## src/rtl/noc_scheduler_rob.sv

```systemverilog
// Scheduler between a PCI word stream and a NoC mesh, with a reorder buffer that puts results back in tag order.
// Latency: PCI word to NoC flit is 1 cycle; a return for the head tag reaches the PCI output 2 edges after wea.
// Backpressure: o_ready_pci drops while the flit register is stalled or all 2**PCK_W tags are outstanding; wea is always accepted.
//
// Ports:
//   clk, rst                       sole clock (rising edge), asynchronous active-high reset
//   i_valid_pci/i_data_pci/o_ready_pci   PCI words into the scheduler
//   o_valid/o_data/i_ready         tagged flit {data, tag, y, x} toward the NoC
//   wea/i_data_pe                  flits returning from the processing elements (tag selects ROB slot)
//   o_valid_pci/o_data_pci/i_ready_pci   in-order results back to PCI
//   o_outstanding                  tags issued but not yet released into the PCI output register
//   o_err_dup                      sticky flag: a return hit a slot that was already full
module noc_scheduler_rob #(
    parameter int X_NODES       = 2,
    parameter int Y_NODES       = 2,
    parameter int X_W           = 1,
    parameter int Y_W           = 1,
    parameter int PCK_W         = 4,
    parameter int DATA_W        = 32,
    parameter int PKTS_PER_NODE = 8,
    parameter int HOST_X        = 0,
    parameter int HOST_Y        = 0,
    parameter int TOTAL_W       = DATA_W + PCK_W + Y_W + X_W
) (
    input  logic                 clk,
    input  logic                 rst,
    input  logic                 i_valid_pci,
    input  logic [DATA_W-1:0]    i_data_pci,
    output logic                 o_ready_pci,
    output logic                 o_valid_pci,
    output logic [DATA_W-1:0]    o_data_pci,
    input  logic                 i_ready_pci,
    output logic                 o_valid,
    output logic [TOTAL_W-1:0]   o_data,
    input  logic                 i_ready,
    input  logic                 wea,
    input  logic [TOTAL_W-1:0]   i_data_pe,
    output logic [PCK_W:0]       o_outstanding,
    output logic                 o_err_dup
);

    localparam int DEPTH  = 1 << PCK_W;
    localparam int NODE_W = X_W + Y_W;
    localparam int CNT_W  = $clog2(PKTS_PER_NODE + 1);

    localparam logic [X_W-1:0]    X_LAST     = X_W'(X_NODES - 1);
    localparam logic [Y_W-1:0]    Y_LAST     = Y_W'(Y_NODES - 1);
    localparam logic [NODE_W-1:0] HOST_NODE  = {Y_W'(HOST_Y), X_W'(HOST_X)};
    localparam logic [CNT_W-1:0]  BURST_LAST = CNT_W'(PKTS_PER_NODE - 1);
    localparam logic [PCK_W:0]    CREDITS    = (PCK_W + 1)'(DEPTH);

    // Node coordinates are packed {y, x}, matching the low bits of a flit.
    // Scan order walks y first, then x, wrapping to (0,0) after the last node.
    function automatic logic [NODE_W-1:0] step_node(input logic [NODE_W-1:0] n);
        logic [X_W-1:0] x;
        logic [Y_W-1:0] y;
        x = n[X_W-1:0];
        y = n[NODE_W-1:X_W];
        if (y == Y_LAST) begin
            y = '0;
            x = (x == X_LAST) ? '0 : x + 1'b1;
        end else begin
            y = y + 1'b1;
        end
        return {y, x};
    endfunction

    // One extra step is enough to skip the host because the mesh has at least two nodes.
    function automatic logic [NODE_W-1:0] next_dest(input logic [NODE_W-1:0] n);
        logic [NODE_W-1:0] s;
        s = step_node(n);
        if (s == HOST_NODE) s = step_node(s);
        return s;
    endfunction

    localparam logic [NODE_W-1:0] FIRST_NODE = (HOST_NODE == '0) ? step_node('0) : '0;

    // State
    logic                 out_vld_q, out_vld_d;
    logic [TOTAL_W-1:0]   flit_q, flit_d;
    logic [PCK_W-1:0]     tag_q, tag_d;
    logic [CNT_W-1:0]     burst_q, burst_d;
    logic [NODE_W-1:0]    node_q, node_d;
    logic [PCK_W:0]       outst_q, outst_d;
    logic [PCK_W-1:0]     rd_q, rd_d;
    logic [DEPTH-1:0]     rob_vld_q, rob_vld_d;
    logic                 pci_vld_q, pci_vld_d;
    logic [DATA_W-1:0]    pci_dat_q, pci_dat_d;
    logic                 err_q, err_d;
    logic [DATA_W-1:0]    rob_mem [DEPTH];

    logic                 issue;
    logic                 release_hd;
    logic [PCK_W-1:0]     ret_tag;
    logic [DATA_W-1:0]    ret_dat;
    logic                 ret_new;
    logic                 ret_dup;
    logic                 unused_ret_coords;

    assign ret_tag           = i_data_pe[NODE_W +: PCK_W];
    assign ret_dat           = i_data_pe[TOTAL_W-1 -: DATA_W];
    assign unused_ret_coords = ^i_data_pe[NODE_W-1:0];

    // Ready is held low during reset so nothing is captured before the state is defined.
    assign o_ready_pci = !rst && (!out_vld_q || i_ready) && (outst_q != CREDITS);
    assign issue       = i_valid_pci && o_ready_pci;
    assign release_hd  = (!pci_vld_q || i_ready_pci) && rob_vld_q[rd_q];
    assign ret_new     = wea && !rob_vld_q[ret_tag];
    assign ret_dup     = wea &&  rob_vld_q[ret_tag];

    always_comb begin
        out_vld_d = out_vld_q;
        flit_d    = flit_q;
        tag_d     = tag_q;
        burst_d   = burst_q;
        node_d    = node_q;
        outst_d   = outst_q;
        rd_d      = rd_q;
        rob_vld_d = rob_vld_q;
        pci_vld_d = pci_vld_q;
        pci_dat_d = pci_dat_q;
        err_d     = err_q | ret_dup;

        if (issue) begin
            flit_d    = {i_data_pci, tag_q, node_q};
            out_vld_d = 1'b1;
            tag_d     = tag_q + 1'b1;
            if (burst_q == BURST_LAST) begin
                burst_d = '0;
                node_d  = next_dest(node_q);
            end else begin
                burst_d = burst_q + 1'b1;
            end
        end else if (i_ready) begin
            out_vld_d = 1'b0;
        end

        // A release needs a full slot and a new write needs an empty one,
        // so the two never touch the same valid bit in one cycle.
        if (ret_new) rob_vld_d[ret_tag] = 1'b1;

        if (release_hd) begin
            pci_dat_d          = rob_mem[rd_q];
            pci_vld_d          = 1'b1;
            rob_vld_d[rd_q]    = 1'b0;
            rd_d               = rd_q + 1'b1;
        end else if (i_ready_pci) begin
            pci_vld_d = 1'b0;
        end

        case ({issue, release_hd})
            2'b10:   outst_d = outst_q + 1'b1;
            2'b01:   outst_d = outst_q - 1'b1;
            default: outst_d = outst_q;
        endcase
    end

    always_ff @(posedge clk or posedge rst) begin
        if (rst) begin
            out_vld_q <= 1'b0;
            flit_q    <= '0;
            tag_q     <= '0;
            burst_q   <= '0;
            node_q    <= FIRST_NODE;
            outst_q   <= '0;
            rd_q      <= '0;
            rob_vld_q <= '0;
            pci_vld_q <= 1'b0;
            pci_dat_q <= '0;
            err_q     <= 1'b0;
        end else begin
            out_vld_q <= out_vld_d;
            flit_q    <= flit_d;
            tag_q     <= tag_d;
            burst_q   <= burst_d;
            node_q    <= node_d;
            outst_q   <= outst_d;
            rd_q      <= rd_d;
            rob_vld_q <= rob_vld_d;
            pci_vld_q <= pci_vld_d;
            pci_dat_q <= pci_dat_d;
            err_q     <= err_d;
        end
    end

    // Payload storage: contents are only meaningful under the valid bits, so no reset.
    always_ff @(posedge clk) begin
        if (ret_new) rob_mem[ret_tag] <= ret_dat;
    end

    assign o_valid       = out_vld_q;
    assign o_data        = flit_q;
    assign o_valid_pci   = pci_vld_q;
    assign o_data_pci    = pci_dat_q;
    assign o_outstanding = outst_q;
    assign o_err_dup     = err_q;

endmodule
```

## config.mk

```make
export PLATFORM = sky130hd
export DESIGN_NAME = noc_scheduler_rob
export DESIGN_NICKNAME = d
export VERILOG_FILES = /design/src/rtl/noc_scheduler_rob.sv
export SDC_FILE = /design/constraint.sdc
export NUM_CORES = 1
export LEC_CHECK = 0
export ABC_CLOCK_PERIOD_IN_PS = 5950
export CORE_ASPECT_RATIO = 2
export CORE_UTILIZATION = 59
export CTS_BUF_LIST = sky130_fd_sc_hd__clkbuf_8 sky130_fd_sc_hd__clkbuf_16
export DETAILED_ROUTE_END_ITERATION = 12
export GPL_TIMING_DRIVEN = 0
export HOLD_SLACK_MARGIN = 0.06
export PLACE_DENSITY = 0.8
export RECOVER_POWER = 50
export SYNTH_ARGS = -nofsm -noshare
export SYNTH_HDL_FRONTEND = slang
export SYNTH_SLANG_ARGS = --single-unit
```

## constraint.sdc

```tcl
create_clock -name clk -period 5.95 [get_ports clk]
set_clock_uncertainty 0.1 [all_clocks]
set_input_delay 0.8925 -clock clk [delete_from_list [all_inputs] [get_ports clk]]
set_output_delay 0.8925 -clock clk [all_outputs]
set_load 0.02 [all_outputs]
```

==> impl_results.md <==
- Seq/Total Area, Yosys: 75.6%
- Avg Vias per Cell: 6.34
- Post-CTS sizing: 0
- Synth async-reset ratio: 17.4%
- Post-synth EDFFs: just over 500
- Logic pwr share: between 30% and 40%
- Period minus WS final: between 4 and 5 ns
- Final cell count without fillers: around 2.0k
- Area growth from synthesis to layout: 18.1%
- Filler instances: about 2.4k
- IR drop worst, VDD: between 200 and 300 uV
- Vias: approximately 13k
- Internal Pwr Total: between 9 and 10 mW
- Post-synthesis cell type count: 53
- PwrDens: about 470 mW/mm^2
- Share of cells above drive strength 1: between 20% and 30%
- Worst Hold Depth: 1
- Overflow left after global routing: 0
- Horiz. Die Dim: roughly 140 microns
- Levels on crit path: 14
- Core area: 0.0401 sq mm
- Worst path cell trace: clkbuf_1 -> mux2i_1 -> mux4_2 -> nor2_1 -> or2_1 -> buf_6 -> buf_12 -> ha_1 -> ha_1 -> a21o_1 -> a21oi_1 -> xor2_1 -> nor2_1 -> xor2_1
- Vias in the first global route: 13.7k
- Share of the synthesized area in the top cell type: between 60% and 70%
- Most frequent cells after synthesis: 512 x edfxtp_1, 161 x nand2_1, 133 x mux4_2
- Fin area: between 0.02 and 0.03 sq mm
- Path type of the worst min-delay path: reg2reg
- # DRC: 0
- Crit path required time: between 6 and 7 ns
- Hpwl dp: approximately 37000 microns
- CTS tree: done
- Clock buffer count from CTS: ~50
- CTS root buffer: clkbuf_16
- Yosys reg bits: between 600 and 700
- Outcome: complete, but fails checks
- Cells after synthesis: around 1.2k
- Number of core rows: around 100
- Ports: about 160
- Switching Power: between 4 and 5 mW
- Top FF cell, synth: edfxtp_1
- Largest net degree at the start of global routing: 68
- Placed Instances: roughly 1.9k
- Top post-synthesis cells by area: edfxtp_1 64%, mux4_2 13%, dfrtp_1 11%
- Yosys warns: 0
- Die area: approximately 0.041 sq mm
- Cells on worst reg2reg path: 14
- First-pass DRT Iterations: 5
- Gr usage total: between 20% and 30%
- Yosys top cell by area: edfxtp_1
- Vert. Die Dim: roughly 290 microns
- Post-CTS setup buffers: 0
- Crit path DAT: between 4 and 5 ns
- CP Buf/Inv Count: 3
- Clock buffer depth: 3
- Final setup viols: 0
- Switching Fraction: about a third
- Slew @ Worst Pin: approximately 1.9 ns
- Worst-path fanout max: 10
- Top-count cell post-synth: edfxtp_1
- Final setup TNS: 0 ns
- Footprint of the multi-input gates: 0.00561 sq mm
- Final hold vios: 0
- Clk_lat worst skew: about 0.59 ns
- Number of routed nets with antenna violations: 0
- Net count, final: 1536
- Fmax: approximately 0.24 GHz
- Routed wire per std cell: 28.0 microns
- Initial antenna violation count: 3
- Reg area: between 0.015 and 0.02 sq mm
- Avg Inst Size Synth: 19.7 sq um
- Initial DRC Count: between 1k and 1.5k
- Cts hold-fix bufs: 0
- Initial Utilization: between 50% and 60%
- Final Max Slew Viols: ~110
- Clock transition at the registers of the reported paths: approximately 0.06 ns
- Placed cell areas: 0.0267 sq mm
- Static Leakage: 9.75 nW
- Worst Setup End Kind: flop
- Port Buffer Count: about 150
- First-pass GRT wire length: between 80000 and 90000 microns
- CP max-delay cell: clkbuf_1
- Routed WL: around 57000 microns
- Slew HR: -26.5%
- Crit-path max cell delay: around 0.58 ns
- Post-Syn Nets: ~1.3k
- Violated checks: max-capacitance violations, max-slew violations
- Max-Cap Viols: 2
- Clk sinks: 620
- Final worst path period share: about 71%
- Startpoint types: flop
- Placer Congestion: between 0.8 and 0.9
- RSZ-0062 raised after global routing: no
- Setup CP Type: reg2reg
- Mapped Area: 0.0239 sq mm
- Clock power share: between 20% and 30%
- CTS H-tree depth: 2
- Cell family with most CP delay: buffers and inverters
- Core Util, Final: ~70%
- Proportion of power drawn by flip-flops and latches: around 40%
-- state kept, by name (all words and copies together) (netlist names) --
register	count
burst_q	4
node_q	2
o_data	38
o_data_pci	32
o_err_dup	1
o_outstanding	5
o_valid	1
o_valid_pci	1
rd_q	4
rob_mem	512
rob_vld_q	16
tag_q	4
-- path summary, 6_finish.rpt --
kind	start	endpoint	slack, ns
setup reg to reg	rd_q[1]$_DFFE_PP0N_	o_outstanding[4]$_DFFE_PP0P_	1.75
hold / removal	tag_q[3]$_DFFE_PP0P_	tag_q[3]$_DFFE_PP0P_	0.37
min in group asynchronous	rst	o_data_pci[26]$_DFFE_PP0N_	1.24
max in group asynchronous	rst	o_data_pci[14]$_DFFE_PP0N_	1.97
hold reg to reg	tag_q[3]$_DFFE_PP0P_	tag_q[3]$_DFFE_PP0P_	0.37
setup / recovery	rd_q[1]$_DFFE_PP0N_	o_outstanding[4]$_DFFE_PP0P_	1.75
-- per-stage QoR --
step | power (mW) | worst slack, ns | hold WS [ns]
final | 13.2 | 1.75 | 0.372
after global routing | 13.7 | 1.41 | 0.397
after detailed placement | 10.0 | 1.49 | 0.362
after CTS | 13.3 | 2.07 | 0.376
after floorplan | 8.43 | 1.08 | 0.345
after global placement | 9.84 | -2.41 | 0.358
-- worst register-to-register path, delay by kind of cell (launching register included) --
kind | cells | cell delay (ns)
buffers and inverters | 3 | 0.97
DFF | 1 | 0.47
xor gates and xnor gates | 2 | 0.32
AOI/OAI and AO/OA | 2 | 0.38
and+or+nand+nor | 3 | 0.42
adders and majority gates | 2 | 0.62
muxes | 2 | 0.79
-- layer usage --
layer | GRT usage, % | vias up | routed length (microns) | share of wire (%)
li1 | - | 5293 | - | -
met1 | 30.3 | 6560 | 18100 | 32
met2 | 51.6 | 725 | 31300 | 55
met3 | 4.58 | 219 | 3630 | 6.4
met4 | 17.7 | 2 | 3480 | 6.2
met5 | 0 | - | 11 | 0.019
-- layout by cell type (no fill, tap or decap), types with 4 or more instances in the layout --
master / netlist / final
edfxtp_1: 512 / 512
nand2_1: 161 / 161
mux4_2: 133 / 133
dfrtp_1: 107 / 107
clkdlybuf4s50_1: 0 / 92
a22oi_1: 64 / 64
dlygate4sd3_1: 0 / 60
clkbuf_16: 0 / 50
clkbuf_1: 36 / 38
mux2_4: 27 / 27
nor2_1: 32 / 20
a21oi_1: 20 / 20
inv_1: 7 / 15
buf_6: 3 / 14
buf_12: 3 / 12
nor2_4: 0 / 12
ha_1: 11 / 11
buf_2: 9 / 8
mux2_2: 8 / 8
o21ai_0: 8 / 8
clkinv_2: 0 / 8
xnor2_1: 7 / 7
buf_1: 7 / 7
mux2i_1: 6 / 6
clkbuf_8: 0 / 6
clkinv_1: 0 / 5
nand2b_1: 4 / 4
xor2_1: 4 / 4
nor3_2: 0 / 4
clkinvlp_4: 0 / 4
-- final cells by class --
| cell class | count | area share [%] |
|---|---|---|
| Tap cell | 530 | 2.35 |
| Multi-Input combinational cell | 528 | 19.9 |
| Antenna cell | 2 | 0.0177 |
| Sequential cell | 620 | 64.0 |
| Inverter | 9 | 0.124 |
| Buffer | 60 | 1.08 |
| Clock buffer | 56 | 4.72 |
| Clock inverter | 35 | 0.930 |
| Timing Repair Buffer | 180 | 6.94 |
-- power groups by stage --
| stage | sequential [mW] | combinational, mW | clock [mW] |
|---|---|---|---|
| 3_5_place_dp | 5.45 | 4.57 | 0 |
| 3_3_place_gp | 5.43 | 4.41 | 0 |
| 4_1_cts | 5.36 | 4.64 | 3.28 |
| 2_1_floorplan | 5.66 | 2.76 | 0 |
| 5_1_grt | 5.41 | 4.82 | 3.42 |
| 6_report | 5.36 | 4.56 | 3.26 |
-- kinds of logic (layout without fill, tap and decap cells) --
family          after synthesis  after routing  share of synthesized area (%)
compound gates              105            105                           3.12
xor+xnor                     11             11                          0.403
mux                         174            174                           14.8
fa+ha+maj                    12             12                          0.659
flops                       620            620                           75.6
simple gates                226            226                           3.96
other cells                   0              2                              0
buf+inv                      69            340                           1.45
Note: power is estimated with default switching activity, not from simulation.
==> edit 1, RTL diff (same settings) <==
Set the parameter `PCK_W` to 3 (it was 4).
--- a/src/rtl/noc_scheduler_rob.sv
+++ b/src/rtl/noc_scheduler_rob.sv
@@ -15,7 +15,7 @@
     parameter int Y_NODES       = 2,
     parameter int X_W           = 1,
     parameter int Y_W           = 1,
-    parameter int PCK_W         = 4,
+    parameter int PCK_W         = 3,
     parameter int DATA_W        = 32,
     parameter int PKTS_PER_NODE = 8,
     parameter int HOST_X        = 0,
Interface: changed (resized i_data_pe, o_data and o_outstanding); port bits go from 155 to 152. No check against the original RTL was run, so the function may have changed too.
==> edit 1 against the original RTL <==
The run still ends with max-capacitance violations, max-slew violations left; sequential cell count fell by 268; critical path type unchanged; largest power group unchanged; final cell count decreased by 42%; clock power is 38% lower; wire length down 48%; synthesized area fell by 43%; via count down 44%; power decreased by 38%; synthesized cell count down 47%; worst setup slack better by 54 ps; sequential power is 40% lower; design area down 40%; critical path depth shrank 1.
==> edit 1: results (changes against the original RTL) <==
Run status
  • Result of the run: finished with violations
  • Violated checks: max-capacitance violations, max-slew violations

Route
  • WL met3: 1810 um (-50%)
  • Detailed-routing wirelength on met1: 9950 um (-45%)
  • Top layer in use: met4
  • Total iterations of the first detailed-routing run: 4 (-1)
  • Met2 wire length: 16500 um (-47%)
  • Routed WL: 29300 um (-48%)

Place
  • Detailed-placement wirelength estimate: 20000 um (-45%)
  • Placement Setup Slack: 1930 ps (+445 ps)
  • Routability-driven placement congestion ratio: 0.747 (-11%)
  • Placed Instance Area: 15900 um^2 (-41%)
  • Number of buffer cells added on primary ports: 149 (-2.0%)

Timing
  • Max Slew Vio Count: 48 (-57%)
  • Worst slew margin relative to its limit: -50.1% (-24 points)
  • Min Tclk post-route: 4150 ps (-53.6 ps)

Final layout
  • Fill cells: 1284 (-47%)
  • Total number of nets in the final design: 941 (-39%)
  • Number of flip-flops under the largest register name: 256 (-50%)
  • Fraction of layout instances using a drive strength above 1: 29.3% (+8.0 points)

Hold path
  • Origin of the worst min-delay path: o_err_dup
  • Worst hold endpoint: o_err_dup

Logic synthesis
  • Post-synth EDFFs: 256 (-50%)
  • Yosys cell types: 35 (-34%)
  • Synth Area in Compound Gates: 0.633% (-2.5 points)
  • Adder and majority gate portion of the synthesized area: 0.643% (-0.016 points)
  • Leading post-synthesis cells by instance count: sky130_fd_sc_hd__edfxtp_1 (256), sky130_fd_sc_hd__dfrtp_1 (95), sky130_fd_sc_hd__mux2_2 (80)
  • Top cells by area, synth: sky130_fd_sc_hd__edfxtp_1 (56%), sky130_fd_sc_hd__dfrtp_1 (17%), sky130_fd_sc_hd__mux4_2 (11%)
  • Share of synthesized area spent on multiplexers: 20.7% (+5.9 points)
  • Mapped Nets: 729 (-44%)
  • Share of synthesized registers carrying an async set or reset: 27.3% (+9.9 points)

GRT
  • Antenna violations before repair: 2 (-1)
  • Via count of the first global-routing pass: 7808 (-43%)
  • First-pass GRT wire length: 44400 um (-46%)
  • Largest net degree at the start of global routing: 50 (-26%)

Critical path
  • Setup crit end: o_outstanding[2]
  • Critical path origin: rd_q[0]
  • R2r setup slk: 1800 ps (+50 ps)
  • Arrival time at the worst endpoint: 4470 ps (-90 ps)
  • Peak fanout along the critical path: 11 (+1)

Pwr
  • Portion of total power attributed to combinational logic: 36.1% (+1.5 points)
  • Peak supply drop: 0.320 mV (+15%)
  • Clk network pwr share: 24.5% (-0.2 points)
  • Switching Share: 30.3% (-1.4 points)
  • Leakage: 5.96 nW (-39%)

Clock tree
  • Number of clock buffers inserted by TritonCTS: 28 (-43%)
  • Source-to-sink clock delay at the later pin of the worst-skew pair: 550 ps (-40 ps)

Flow run
  • Max-capacitance violation count: 1 (-1)
==> edit 1: worst reg2reg max path, cell delays in order, from the launching register on <==
cell and delay (ps):
sky130_fd_sc_hd__dfrtp_1 370, sky130_fd_sc_hd__clkbuf_1 510, sky130_fd_sc_hd__mux2i_1 220, sky130_fd_sc_hd__mux4_2 570, sky130_fd_sc_hd__nor2b_1 140, sky130_fd_sc_hd__clkbuf_1 430, sky130_fd_sc_hd__clkbuf_1 500, sky130_fd_sc_hd__ha_1 360
sky130_fd_sc_hd__xor2_1 100, sky130_fd_sc_hd__ha_1 190, sky130_fd_sc_hd__a21oi_1 150, sky130_fd_sc_hd__xor2_1 170, sky130_fd_sc_hd__nor2_1 70, sky130_fd_sc_hd__xor2_1 140
==> edit 1: stage by stage <==
| step | cells | total power [mW] | hold WS, ps | TNS [ps] |
|---|---|---|---|---|
| after floorplan | 647 | 5.20 | 339 | 0 |
| after global placement | 1076 | 6.12 | 342 | -302360 |
| after detailed placement | 1109 | 6.29 | 347 | 0 |
| after CTS | 1161 | 8.34 | 362 | 0 |
| after global routing | 1162 | 8.58 | 372 | 0 |
| final | 1163 | 8.24 | 360 | 0 |
==> edit 1: layout make-up <==
cell class / count / area [um^2] / share of cell area (%)
sequential: 352 / 10100 / 59.9
multi-input combinational: 260 / 3360 / 19.9
timing repair buffer: 182 / 1840 / 10.9
clock buffer: 32 / 767 / 4.55
tap: 280 / 350 / 2.08
clock inverter: 20 / 255 / 1.52
buffer: 30 / 161 / 0.958
inverter: 5 / 20.0 / 0.119
antenna: 2 / 5.00 / 0.0297
==> edit 1: metal layers <==
metal  global-route usage, %  vias up
met5                       0        -
li1                        -     3009
met2                    48.0      346
met1                    29.3     3707
met4                    11.8        0
met3                    3.56       81
==> edit 2, RTL diff (same flow settings) <==
Without the edit above. Take the reset off `flit_q`, `tag_q`, `rd_q` and `pci_dat_q` and load them in a clocked block of their own.
--- a/src/rtl/noc_scheduler_rob.sv
+++ b/src/rtl/noc_scheduler_rob.sv
@@ -158,29 +158,28 @@
     always_ff @(posedge clk or posedge rst) begin
         if (rst) begin
             out_vld_q <= 1'b0;
-            flit_q    <= '0;
-            tag_q     <= '0;
             burst_q   <= '0;
             node_q    <= FIRST_NODE;
             outst_q   <= '0;
-            rd_q      <= '0;
             rob_vld_q <= '0;
             pci_vld_q <= 1'b0;
-            pci_dat_q <= '0;
             err_q     <= 1'b0;
         end else begin
             out_vld_q <= out_vld_d;
-            flit_q    <= flit_d;
-            tag_q     <= tag_d;
             burst_q   <= burst_d;
             node_q    <= node_d;
             outst_q   <= outst_d;
-            rd_q      <= rd_d;
             rob_vld_q <= rob_vld_d;
             pci_vld_q <= pci_vld_d;
-            pci_dat_q <= pci_dat_d;
             err_q     <= err_d;
         end
+    end
+
+    always_ff @(posedge clk) begin
+        flit_q    <= flit_d;
+        tag_q     <= tag_d;
+        rd_q      <= rd_d;
+        pci_dat_q <= pci_dat_d;
     end
 
     // Payload storage: contents are only meaningful under the valid bits, so no reset.
Function: differs if rst is asserted again (counterexample within 4 cycles, from zero or initial values and one cycle with rst high); with rst held inactive, the same outputs for 4 cycles.
==> edit 2 against the original RTL <==
Hold slack better by 14 ps; synthesized area decreased by 1.5%; non-clock buffer count is 25 lower; sequential cell count did not move; sequential power is 0.7% higher; global-route usage up 0.50 points; synthesized cell count down 17%; clock power up 3%; design area shrank 1.8%; power shrank 5.2%; the run still ends with max-capacitance violations, max-slew violations left; wire length shrank 0.65%; maximum frequency down 10%; worst setup slack got worse by 490 ps; critical endpoint unchanged.
==> edit 2: results (changes against the original RTL) <==
Pwr
  • Peak supply drop: 0.309 mV (+12%)
  • Leakage: 9.06 nW (-7.0%)

Final layout
  • Total number of nets in the final design: 1323 (-14%)
  • Multi-input gate share of the layout cell area: 17.0% (-2.8 points)
  • Number of multi-input logic gates: 311 (-41%)
  • Fill cells: 2305 (-5.5%)
  • Data-path buffer share of cell area in the final layout: 7.59% (-0.43 points)
  • Clock-cell share: 5.91% (+0.26 points)
  • Fraction of layout instances using a drive strength above 1: 23.7% (+2.4 points)
  • Seq. cell area: 18500 um^2 (+2.2%)
  • Number of ordinary and repair buffers in the finished layout: 215 (-10%)

Timing
  • Max Slew Vio Count: 46 (-59%)
  • Worst slew margin relative to its limit: -3.94% (+23 points)

Run status
  • Result of the run: finished with violations
  • Violated checks: max-capacitance violations, max-slew violations

Hold path
  • Hold depth: 0 (-1)
  • Origin of the worst min-delay path: tag_q[3]
  • Worst hold endpoint: o_data[5]

Critical path
  • Cell with the biggest individual delay on the critical path: sky130_fd_sc_hd__clkbuf_1
  • Crit-path max cell delay: 690 ps (+110 ps)
  • Number of cells on the worst reg-to-reg path: 13 (-1)
  • R2r setup slk: 1260 ps (-490 ps)
  • Worst r2r src: rd_q[0]
  • Arrival time at the worst endpoint: 5090 ps (+530 ps)

Logic synthesis
  • Post-synth EDFFs: 590 (+15%)
  • Yosys cell types: 41 (-23%)
  • Leading post-synthesis cells by instance count: sky130_fd_sc_hd__edfxtp_1 (590), sky130_fd_sc_hd__mux4_2 (164), sky130_fd_sc_hd__inv_1 (38)
  • Sequential area share after synthesis: 78.4% (+2.8 points)
  • Share of synthesized registers carrying an async set or reset: 4.84% (-13 points)
  • Top cells by area, synth: sky130_fd_sc_hd__edfxtp_1 (75%), sky130_fd_sc_hd__mux4_2 (16%), sky130_fd_sc_hd__dfrtp_1 (3.1%)
  • Mapped Nets: 1101 (-16%)

Route
  • Vias per inst: 6.55 (+3.4%)
  • Detailed router's first-iteration violation count: 1175 (-6.2%)
  • Routed wire per std cell: 31.2 um (+12%)

Place
  • Routability-driven placement congestion ratio: 0.875 (+4.2%)
  • Number of buffer cells added on primary ports: 151 (-0.66%)

GRT
  • Via count of the first global-routing pass: 12430 (-9.1%)
  • Total track usage: 29.0% (+0.50 points)
  • Largest net degree at the start of global routing: 46 (-32%)
  • First-pass GRT wire length: 81600 um (-1.1%)

Flow run
  • Max-capacitance violation count: 1 (-1)
edit 2: changes by cell type in the layout (fill, tap and decap cells not counted), moves of 31 or more:
cell	delta
sky130_fd_sc_hd__a22oi_1	-60
sky130_fd_sc_hd__mux4_2	+31
sky130_fd_sc_hd__nand2_1	-149
sky130_fd_sc_hd__dlygate4sd3_1	+67
sky130_fd_sc_hd__edfxtp_1	+78
sky130_fd_sc_hd__dfrtp_1	-78
sky130_fd_sc_hd__clkdlybuf4s50_1	-68
edit 2: metrics by stage:
stage / cell area, um^2 / power, mW / hold slack (ps) / instances / worst slack [ps]
after floorplan: 23600 / 7.90 / 347 / 1013 / 302
after global placement: 25700 / 9.04 / 360 / 1689 / -2670
after detailed placement: 26100 / 9.24 / 374 / 1709 / 1830
after CTS: 27700 / 12.6 / 390 / 1797 / 1720
after global routing: 27700 / 12.9 / 395 / 1798 / 1060
final: 27700 / 12.5 / 387 / 1799 / 1260
edit 2: metal layers:
layer | vias to the layer above | routed length, um | track usage, %
li1 | 4691 | - | -
met3 | 179 | 4280 | 3.94
met2 | 779 | 29900 | 50.6
met5 | - | 28 | 0
met1 | 6133 | 19000 | 35.0
met4 | 4 | 2920 | 14.9
edit 2: report_power, final:
group / internal (mW) / total (mW) / switching, mW / leakage [nW]
sequential: 5.23 / 5.40 / 0.175 / 5.69
clock: 1.83 / 3.36 / 1.53 / 0.825
combinational: 1.76 / 3.74 / 1.98 / 2.54
total: 8.81 / 12.5 / 3.69 / 9.06
edit 2: worst max path at each step:
stage                        from                to  slack [ps]  cells past startpoint
final                     rd_q[0]  o_outstanding[4]        1260                     13
after global routing      rd_q[0]  o_outstanding[4]        1060                     13
after CTS                 rd_q[1]  o_outstanding[4]        1720                     13
after detailed placement  rd_q[1]  o_outstanding[4]        1830                     13
after global placement    rd_q[1]  o_outstanding[4]       -2670                     12
after floorplan           rd_q[1]  o_outstanding[4]         300                     12
edit 2: cell families after synthesis:
family	Yosys count	share of synthesized area, %
flip-flops	620	78.4
multiplexers	176	16.2
AO/OA/AOI/OAI	51	1.45
adder cells (fa/ha/maj)	12	0.669
buffers and inverters	82	1.61
XOR/XNOR	9	0.335
AND/OR/NAND/NOR	63	1.30
edit 2: worst register-to-register path: cells and delay by family (launching register included):
family                   cells  cell delay (ps)
buffers and inverters        4             1580
multiplexers                 2              800
AO/OA/AOI/OAI                3              750
adder cells (fa/ha/maj)      2              700
flip-flops                   1              380
AND/OR/NAND/NOR              1              160
XOR/XNOR                     1              140
